### src/rtl/mult_seq_controller.sv
// rtl/mult_seq_controller.sv - control FSM sequencing a shift-add 32x32 multiplier datapath.
// Optional signed (MULT) support via `define MULT_SIGNED_EN; default build is unsigned only.
module mult_seq_controller #(
  parameter int WIDTH = 32,
  parameter int CNT_W = 6
) (
  input  logic             i_clk,
  input  logic             i_rst_n,
  input  logic             i_start,
  input  logic             i_abort,
  input  logic             i_signed_op,
  input  logic             i_prod_lsb,
  output logic             o_mcand_load,
  output logic             o_prod_preset,
  output logic             o_prod_en,
  output logic             o_add_en,
  output logic             o_sub_en,
  output logic             o_arith_shift,
  output logic [CNT_W-1:0] o_iter,
  output logic             o_busy,
  output logic             o_done
);

  typedef enum logic [1:0] {
    S_IDLE = 2'd0,
    S_LOAD = 2'd1,
    S_RUN  = 2'd2,
    S_DONE = 2'd3
  } state_t;

  localparam logic [CNT_W-1:0] ITER_FIRST = CNT_W'(WIDTH - 1);

  state_t           r_state;
  state_t           w_next;
  logic [CNT_W-1:0] r_iter;
  logic [CNT_W-1:0] w_iter_next;
  logic             w_run;
  logic             w_last;

  always_ff @(posedge i_clk or negedge i_rst_n) begin
    if (!i_rst_n) begin
      r_state <= S_IDLE;
      r_iter  <= '0;
    end else begin
      r_state <= w_next;
      r_iter  <= w_iter_next;
    end
  end

  // Abort overrides every transition, including a Start seen in IDLE.
  always_comb begin
    w_next      = r_state;
    w_iter_next = r_iter;
    case (r_state)
      S_IDLE: begin
        w_iter_next = '0;
        if (i_start) w_next = S_LOAD;
      end
      S_LOAD: begin
        w_next      = S_RUN;
        w_iter_next = ITER_FIRST;
      end
      S_RUN: begin
        if (r_iter == '0) w_next = S_DONE;
        else              w_iter_next = r_iter - 1'b1;
      end
      S_DONE: begin
        w_next      = S_IDLE;
        w_iter_next = '0;
      end
      default: begin
        w_next      = S_IDLE;
        w_iter_next = '0;
      end
    endcase
    if (i_abort) begin
      w_next      = S_IDLE;
      w_iter_next = '0;
    end
  end

  assign w_run  = (r_state == S_RUN);
  assign w_last = w_run && (r_iter == '0);

  always_comb begin
    o_mcand_load  = (r_state == S_LOAD);
    o_prod_preset = (r_state == S_LOAD);
    o_prod_en     = w_run;
    o_add_en      = w_run && i_prod_lsb;
    o_busy        = (r_state == S_LOAD) || w_run;
    o_done        = (r_state == S_DONE);
    o_iter        = r_iter;
  end

`ifdef MULT_SIGNED_EN
  logic r_sgn;

  always_ff @(posedge i_clk or negedge i_rst_n) begin
    if (!i_rst_n)                           r_sgn <= 1'b0;
    else if (r_state == S_IDLE && i_start)  r_sgn <= i_signed_op;
  end

  // Multiplier sign bit has weight -2^(WIDTH-1): the final step subtracts.
  assign o_arith_shift = w_run && r_sgn;
  assign o_sub_en      = w_last && r_sgn && i_prod_lsb;
`else
  logic w_unused_signed_op;
  logic w_unused_last;

  assign w_unused_signed_op = i_signed_op;
  assign w_unused_last      = w_last;
  assign o_arith_shift      = 1'b0;
  assign o_sub_en           = 1'b0;
`endif

endmodule

### config.mk
export PLATFORM = sky130hd
export DESIGN_NAME = mult_seq_controller
export DESIGN_NICKNAME = d
export VERILOG_FILES = /design/src/rtl/mult_seq_controller.sv
export SDC_FILE = /design/constraint.sdc
export NUM_CORES = 1
export LEC_CHECK = 0
export CORE_MARGIN = 1
export CORE_UTILIZATION = 35
export DETAILED_ROUTE_END_ITERATION = 8
export PLACE_DENSITY = 0.65
export REMOVE_ABC_BUFFERS = 1
export SYNTH_ARGS = -nofsm -noshare
export SYNTH_HDL_FRONTEND = slang
export SYNTH_SLANG_ARGS = --single-unit
### constraint.sdc
create_clock -name i_clk -period 3 [get_ports i_clk]
set_input_delay 0.9 -clock i_clk [delete_from_list [all_inputs] [get_ports i_clk]]
set_output_delay 0.9 -clock i_clk [all_outputs]
set_load 0.03 [all_outputs]
==> Yosys cells after proc, flatten, opt, wreduce, memory -nomap -nowiden <==
Index checks and enable logic that the tools add are counted.
{ "word_totals": {"output_inout_bits": 14, "latchBits": 0, "ff_bits": 8, "input_bits": 6, "ramBits": 0, "memories": 0, "mem_bits_ro": 0, "word_cells": 22} }
{ "classes": {"multipliers": 0, "bitwise": 0, "n_lt_le_gt_ge": 0, "n_addsub": 1, "n_eq_ne": 6, "n_div": 0, "shifts": 0, "reduce_logical": 6, "muxes": 7} }
{ "ops": {"columns": ["operator", "n"], "rows": [
  ["$pmux W6 S3", 1],
  ["$mux W6", 2],
  ["$pmux W2 S4", 1],
  ["$logic_not A6 Y1", 1],
  ["$mux W2", 3],
  ["$ne A3 B3 Y1 const B", 2],
  ["$sub A6 B1 Y6 const B", 1],
  ["$eq A2 B2 Y1 const B", 2],
  ["$ne A3 B2 Y1 const B", 1],
  ["$eq A2 B1 Y1 const B", 1],
  ["$logic_not A2 Y1", 1],
  ["$reduce_and A2 Y1", 1],
  ["$reduce_or A2 Y1", 1],
  ["$logic_and A1 B1 Y1", 1],
  ["$logic_or A1 B1 Y1", 1]
]} }

==> Longest topological paths before layout <==
Gate-level depths: netlist of run 1.
{ "logic_depth": {"depth_word": 4, "depth_mapped": 6, "mapped_depth_nobuf": 5} }

==> Worst setup path after synthesis of run 1 <==
No wires, ideal clock.
{ "synth_path": {"path_kind": "flip-flop to output port", "from": "register r_state[0]", "to": "output o_add_en", "required_ps": 2100, "stages_incl_launch_ff": 5, "slack_ps": 604, "n_path_buf": 1, "arrival_time_ps": 1496, "path_cell_list": "dfrtp_1 > inv_1 > ha_1 > clkbuf_1 > and2_1"} }
{ "synth_via": {"elab_chain_len": 2} }
{ "synth_lines": {"columns": ["item", "line_no", "rtl"], "rows": [
  ["start, declared", "33", "state_t r_state;"],
  ["start signal, assigned", "45", "r_state <= w_next;"],
  ["$eq A2 B2 Y1", "82", "assign w_run = (r_state == S_RUN);"],
  ["net o_prod_en", "15", "output logic o_prod_en,"],
  ["$logic_and A1 B1 Y1", "89", "o_add_en = w_run && i_prod_lsb;"],
  ["end, declared", "16", "output logic o_add_en,"]
]} }
The timed path passes the listed nets, and every way through them passes these cells.

==> Final worst setup path of run 1 <==
{ "layout_path": {"from": "register r_state[0]", "to": "output o_prod_en"} }
{ "layout_via": {"elab_chain_len": 1} }
{ "layout_lines": {"columns": ["item", "line_no"], "rows": [
  ["$eq A2 B2 Y1", "82"],
  ["end, declared", "15"]
]} }
No other way between the ends.

==> results.yml, run 1 <==
floorplanning:
  core_mm2: 0.00152
  fp.dieH_um: 42.8
  start_util_pct: 38.3
  rows: 14
  die_x_um: 42.8
  die_area_mm2: 0.00183
  ios: 20
global_route:
  grt-busiest-layer: "met2"
  antenna_found_initial: 0
  grt_pass1_vias: 449
  use_met2_pct: 21.5
  grtUsageMet3_pct: 11.1
  grt_use_met1_pct: 18.9
  grt_usage_pct: 14.9
  grt_pass1_wl_mm: 1.99
  grt_remaining_overflow: 0
  grt_start_max_net_pins: 15
sta:
  setup_viol: 0
  rsz0062_at_grt: "false"
  fmax_mhz: 354
  drv_slew: 0
  setup_tns_ps: 0
  post-route-min-period_ps: 2820
  setup_ws_ps: 179
  finalHoldViolCount: 0
  skew_ps: 13.6
  finalCritPeriodShare_pct: 94.0
placed_design:
  place_ws_ps: 426
  place_hpwl_um: 898
  gp_congestion: 0.795
  io_buffers: 16
  dp_cells: 90
synth:
  ys_ff_latch: 8
  ys_types: 28
  yosysWarnings: 0
  netlist_top_cells_area: "dfrtp_1 (34%), ha_1 (13%), nand2b_1 (5.4%)"
  syn_avg_cell_area_um2: 9.25
  synth_top_cell_area_share_pct: 34.3
  yosysSeqAreaShare_pct: 34.3
  synth_area_um2: 583
  netlist_instances: 63
  yosys.area.top_type: "dfrtp_1"
routing:
  wl_per_cell_um: 12.7
  vias: 478
  drt_iter0_markers: 9
  routed_via_density: 5.14
  wirelength_mm: 1.18
  first_pass_iters: 4
  ant_nets: 0
  remaining_drc_errors: 0
layout:
  layout.cells.non_filler: 93
  antenna_cells: 0
  utilization_pct: 49.3
  layout-drive-gt1-share_pct: 7.79
  nets: 91
  area_delta_synth_final_pct: 29.0
cts:
  clock-sinks: 8
  cts_max_level: 1
  cts_buffers: 3
  cts_tree: "yes"
  clkLatencyLatePin_ps: 260
  path_clk_slew_ps: 50
  cts_resized: 0
  cts_hold_buffers: 0
  clock_path_buffers: 2
  ctsRootBufferMaster: "clkbuf_4"
  postCtsSetupBuffers: 0
power:
  power_mw: 0.797
  p_leak_nw: 0.315
  power_density_mw_per_mm2: 1060
  irDropWorstVdd_v: 0.000520
setup_path:
  crit_fanout: 14
  cp-start-kind: "flip-flop"
  cp.required_ps: 2100
  worstPathArrival_ps: 1920
  critPathCaptureType: "output port"
  critical_path_class: "flip-flop to output port"
hold_path:
  hp-class: "flip-flop to flip-flop"
outcome:
  status: "finished clean"
job:
  maxCapViolations: 0
-- Yosys cell counts --
library cell and number:
dfrtp_1 8, nor3b_1 1, nor3_1 2, buf_4 3
mux2i_1 2, or4_1 2, nand2_1 4, a211oi_1 1
and2_1 1, o311ai_0 2, or3_1 1, ha_1 6
clkbuf_1 2, a221o_1 1, conb_1 1, o31ai_1 2
nor4_1 1, nand3b_1 1, nand2b_1 5, clkbuf_2 1
or4_2 1, o21ai_0 1, a2111oi_1 1, inv_1 6
xnor2_1 2, nor2_1 3, o41ai_1 1, o31a_2 1
-- area by class of cell --
type,count,area [µm²]
Sequential cell,8,200
Fill cell,146,772
Multi-Input combinational cell,44,329
Timing Repair Buffer,16,158
Clock buffer,3,22.5
Tap cell,16,20.0
Inverter,6,22.5
-- through the flow --
step | instance area [µm²] | hold WS [ps]
floorplan | 552 | 557
global placement | 729 | 568
detailed placement | 729 | 582
CTS | 752 | 589
global route | 752 | 621
finish | 752 | 586
-- sequential cells by signal, indices dropped and copies added, names as in the netlist --
signal	count
o_iter	6
r_state	2
-- logic make-up after synthesis --
family / Yosys count / synth area share [%]
flops: 8 / 34.3
xor+xnor: 2 / 3.00
fa+ha+maj: 6 / 12.9
other cells: 1 / 0.643
mux: 2 / 3.43
simple gates: 22 / 21.5
buf+inv: 12 / 9.87
compound gates: 10 / 14.4
-- path summary, 6_finish.rpt --
kind / end / from / depth (start not counted) / slack (ps)
min in group asynchronous: o_iter[2]$_DFFE_PN0P_ / i_rst_n / 1 / 920
worst min register to register: o_iter[5]$_DFFE_PN0P_ / o_iter[5]$_DFFE_PN0P_ / 2 / 590
worst max-delay path: o_prod_en / r_state[0]$_DFFE_PN0P_ / 3 / 180
worst min-delay path: o_iter[5]$_DFFE_PN0P_ / o_iter[5]$_DFFE_PN0P_ / 2 / 590
max in group asynchronous: r_state[0]$_DFFE_PN0P_ / i_rst_n / 1 / 1790
worst max register to register: o_iter[5]$_DFFE_PN0P_ / o_iter[2]$_DFFE_PN0P_ / 3 / 1070
-- cell usage in the layout, fill, tap and decap left out, types with 2 or more instances in the layout --
master           count
mux2i_1              2
or4_1                2
ha_1                 6
nand2_1              4
inv_1                6
nor2_1               3
clkdlybuf4s50_1     15
nand2b_1             5
clkbuf_4             3
nor3_1               2
conb_1               2
xnor2_1              2
dfrtp_1              8
o31ai_1              2
o311ai_0             2
-- worst max-delay path, stage by stage, from the launching register on --
cell	delay, ps
dfrtp_1	390
inv_1	100
ha_1	430
clkdlybuf4s50_1	750
-- power by group --
group,leakage (nW),switching [mW],internal [mW]
registers,0.107,0.0469,0.146
logic,0.194,0.304,0.217
clock network,0.0138,0.0373,0.0458
total,0.315,0.388,0.409
-- layer usage --
layer	vias up	part of all wire, %
met5	-	0
met4	0	0
met3	0	10
met2	19	44
met1	210	46
li1	249	-
Power figures use the tool's default switching activity.
==> run 2, diff against run 1 <==
--- a/config.mk
+++ b/config.mk
@@ -8,6 +8,7 @@
 export CORE_MARGIN = 1
 export CORE_UTILIZATION = 35
 export DETAILED_ROUTE_END_ITERATION = 8
+export GPL_TIMING_DRIVEN = 0
 export PLACE_DENSITY = 0.65
 export REMOVE_ABC_BUFFERS = 1
 export SYNTH_ARGS = -nofsm -noshare
==> run 2 against run 1 <==
Compared with the run above:
- largest power group unchanged
- register-to-register slack gained 30 ps
- non-clock buffer count is the same
- critical path type unchanged
- worst hold slack gained 5.9 ps
==> results.yml, run 2 (synthesized netlist as in run 1, its figures left out) <==
layout:
  layout_commonest_cell: "clkdlybuf4s50_1"
  layout.cells.non_filler: 93
  antenna_cells: 0
  largest_reg_flops: 6
  nets: 91
  final_cell_mix: "clkdlybuf4s50_1 (15), dfrtp_1 (8), inv_1 (6), ha_1 (6), nand2b_1 (5)"
  area_delta_synth_final_pct: 29.2
  layout-drive-gt1-share_pct: 6.49
floorplanning:
  fp.dieH_um: 42.8
  start_util_pct: 38.3
  core_mm2: 0.00152
  ios: 20
  die_area_mm2: 0.00183
  die_x_um: 42.8
  rows: 14
setup_path:
  r2r_cells: 3
  cp_slowest_cell: "clkdlybuf4s50_1"
  cp-start-kind: "flip-flop"
  r2r-start: "o_iter[2]$_DFFE_PN0P_"
  max_stage_delay_ps: 760
  r2r-end: "o_iter[5]$_DFFE_PN0P_"
  cp.required_ps: 2100
  reg2reg_slack_ps: 1100
  critPathCaptureType: "output port"
  critical_path_class: "flip-flop to output port"
  worstPathArrival_ps: 1940
  crit_fanout: 14
  worstPathCellList: "inv_1 > ha_1 > clkdlybuf4s50_1"
global_route:
  grt_usage_pct: 14.3
  grt_start_max_net_pins: 15
  grt_pass1_vias: 441
  antenna_found_initial: 0
  grt_pass1_wl_mm: 1.97
  grt_remaining_overflow: 0
placed_design:
  dp_cells: 90
  place_hpwl_um: 886
  io_buffers: 16
  gp_congestion: 0.797
cts:
  cts_max_level: 1
  path_clk_slew_ps: 50
  clock_path_buffers: 2
  postCtsSetupBuffers: 0
  clock-sinks: 8
  cts_tree: "yes"
  cts_buffers: 3
  cts_hold_buffers: 0
  ctsRootBufferMaster: "clkbuf_4"
  clkLatencyLatePin_ps: 260
  cts_resized: 1
sta:
  post-route-min-period_ps: 2840
  fmax_mhz: 352
  drv_slew: 0
  rsz0062_at_grt: "false"
  finalHoldViolCount: 0
  skew_ps: 19.4
  finalCritPeriodShare_pct: 94.6
  setup_viol: 0
  fin_hold_ws_ps: 592
power:
  power_density_mw_per_mm2: 1060
  p_comb_share_pct: 65.3
  switching_share_pct: 48.9
  power_frac_seq_pct: 24.2
  p_leak_nw: 0.317
  power.switching_mw: 0.391
  irDropWorstVdd_v: 0.000463
  p_int_mw: 0.408
  clkPwrFrac_pct: 10.5
  power_mw: 0.800
routing:
  vias: 489
  routed_via_density: 5.26
  wirelength_mm: 1.19
  first_pass_iters: 4
  drt_iter0_markers: 6
  wl_per_cell_um: 12.8
  ant_nets: 0
  remaining_drc_errors: 0
job:
  maxCapViolations: 0
outcome:
  status: "finished clean"
hold_path:
  holdPathEnd: "o_iter[5]$_DFFE_PN0P_"
  min_path_cells: 2
  hp-start: "o_iter[5]$_DFFE_PN0P_"
  hp-class: "flip-flop to flip-flop"
==> run 2: changes by cell type in the layout (fill, tap and decap cells not counted) <==
cell	previous run	this run
buf_4	1	0
dlygate4sd2_1	0	1
==> run 2: worst max-delay path by stage <==
stage / startpoint / endpoint / slack (ps)
after global routing: r_state[0]$_DFFE_PN0P_ / o_prod_en / 30
final: r_state[0]$_DFFE_PN0P_ / o_prod_en / 160
after global placement: i_prod_lsb / o_add_en / -20
after floorplan: r_state[0]$_DFFE_PN0P_ / o_add_en / 720
after CTS: r_state[0]$_DFFE_PN0P_ / o_prod_en / 150
after detailed placement: i_prod_lsb / o_add_en / -20
==> run 2: per-stage QoR <==
step / setup TNS [ps] / instance area [µm²] / util, % / setup WS, ps
finish: 0 / 753 / 49.4 / 163
global route: 0 / 753 / 49.4 / 30.6
CTS: 0 / 753 / 49.4 / 150
detailed placement: -16.9 / 732 / 48.0 / -16.9
global placement: -16.6 / 732 / 48.0 / -16.6
floorplan: 0 / 552 / - / 719
==> run 2: layout make-up <==
| type | count | area (µm²) |
|---|---|---|
| multi-input cells | 44 | 329 |
| clock buffers | 3 | 22.5 |
| fillers | 143 | 771 |
| inverters | 6 | 22.5 |
| repair buffers | 16 | 159 |
| flip-flops and latches | 8 | 200 |
| well taps | 16 | 20.0 |
==> run 2: power by group through the flow <==
stage | Clock (mW) | Combinational, mW | Sequential [mW]
5_1_grt | 0.0911 | 0.566 | 0.201
6_report | 0.0839 | 0.522 | 0.194
4_1_cts | 0.0866 | 0.524 | 0.194
3_3_place_gp | 0 | 0.522 | 0.194
3_5_place_dp | 0 | 0.523 | 0.196
2_1_floorplan | 0 | 0.306 | 0.240
==> run 2: worst max-delay path: cells and delay by family (launching register included) <==
family,cells,cell delay [ps]
buf+inv,2,870
fa+ha+maj,1,440
flops,1,390
==> run 2: layer usage <==
| layer | part of all wire (%) | GRT usage [%] | vias to the layer above |
|---|---|---|---|
| met5 | 0 | 0 | - |
| met4 | 0 | 0 | 0 |
| met3 | 4.8 | 7.23 | 0 |
| met2 | 45 | 20.9 | 13 |
| met1 | 51 | 20.1 | 229 |
| li1 | - | - | 247 |
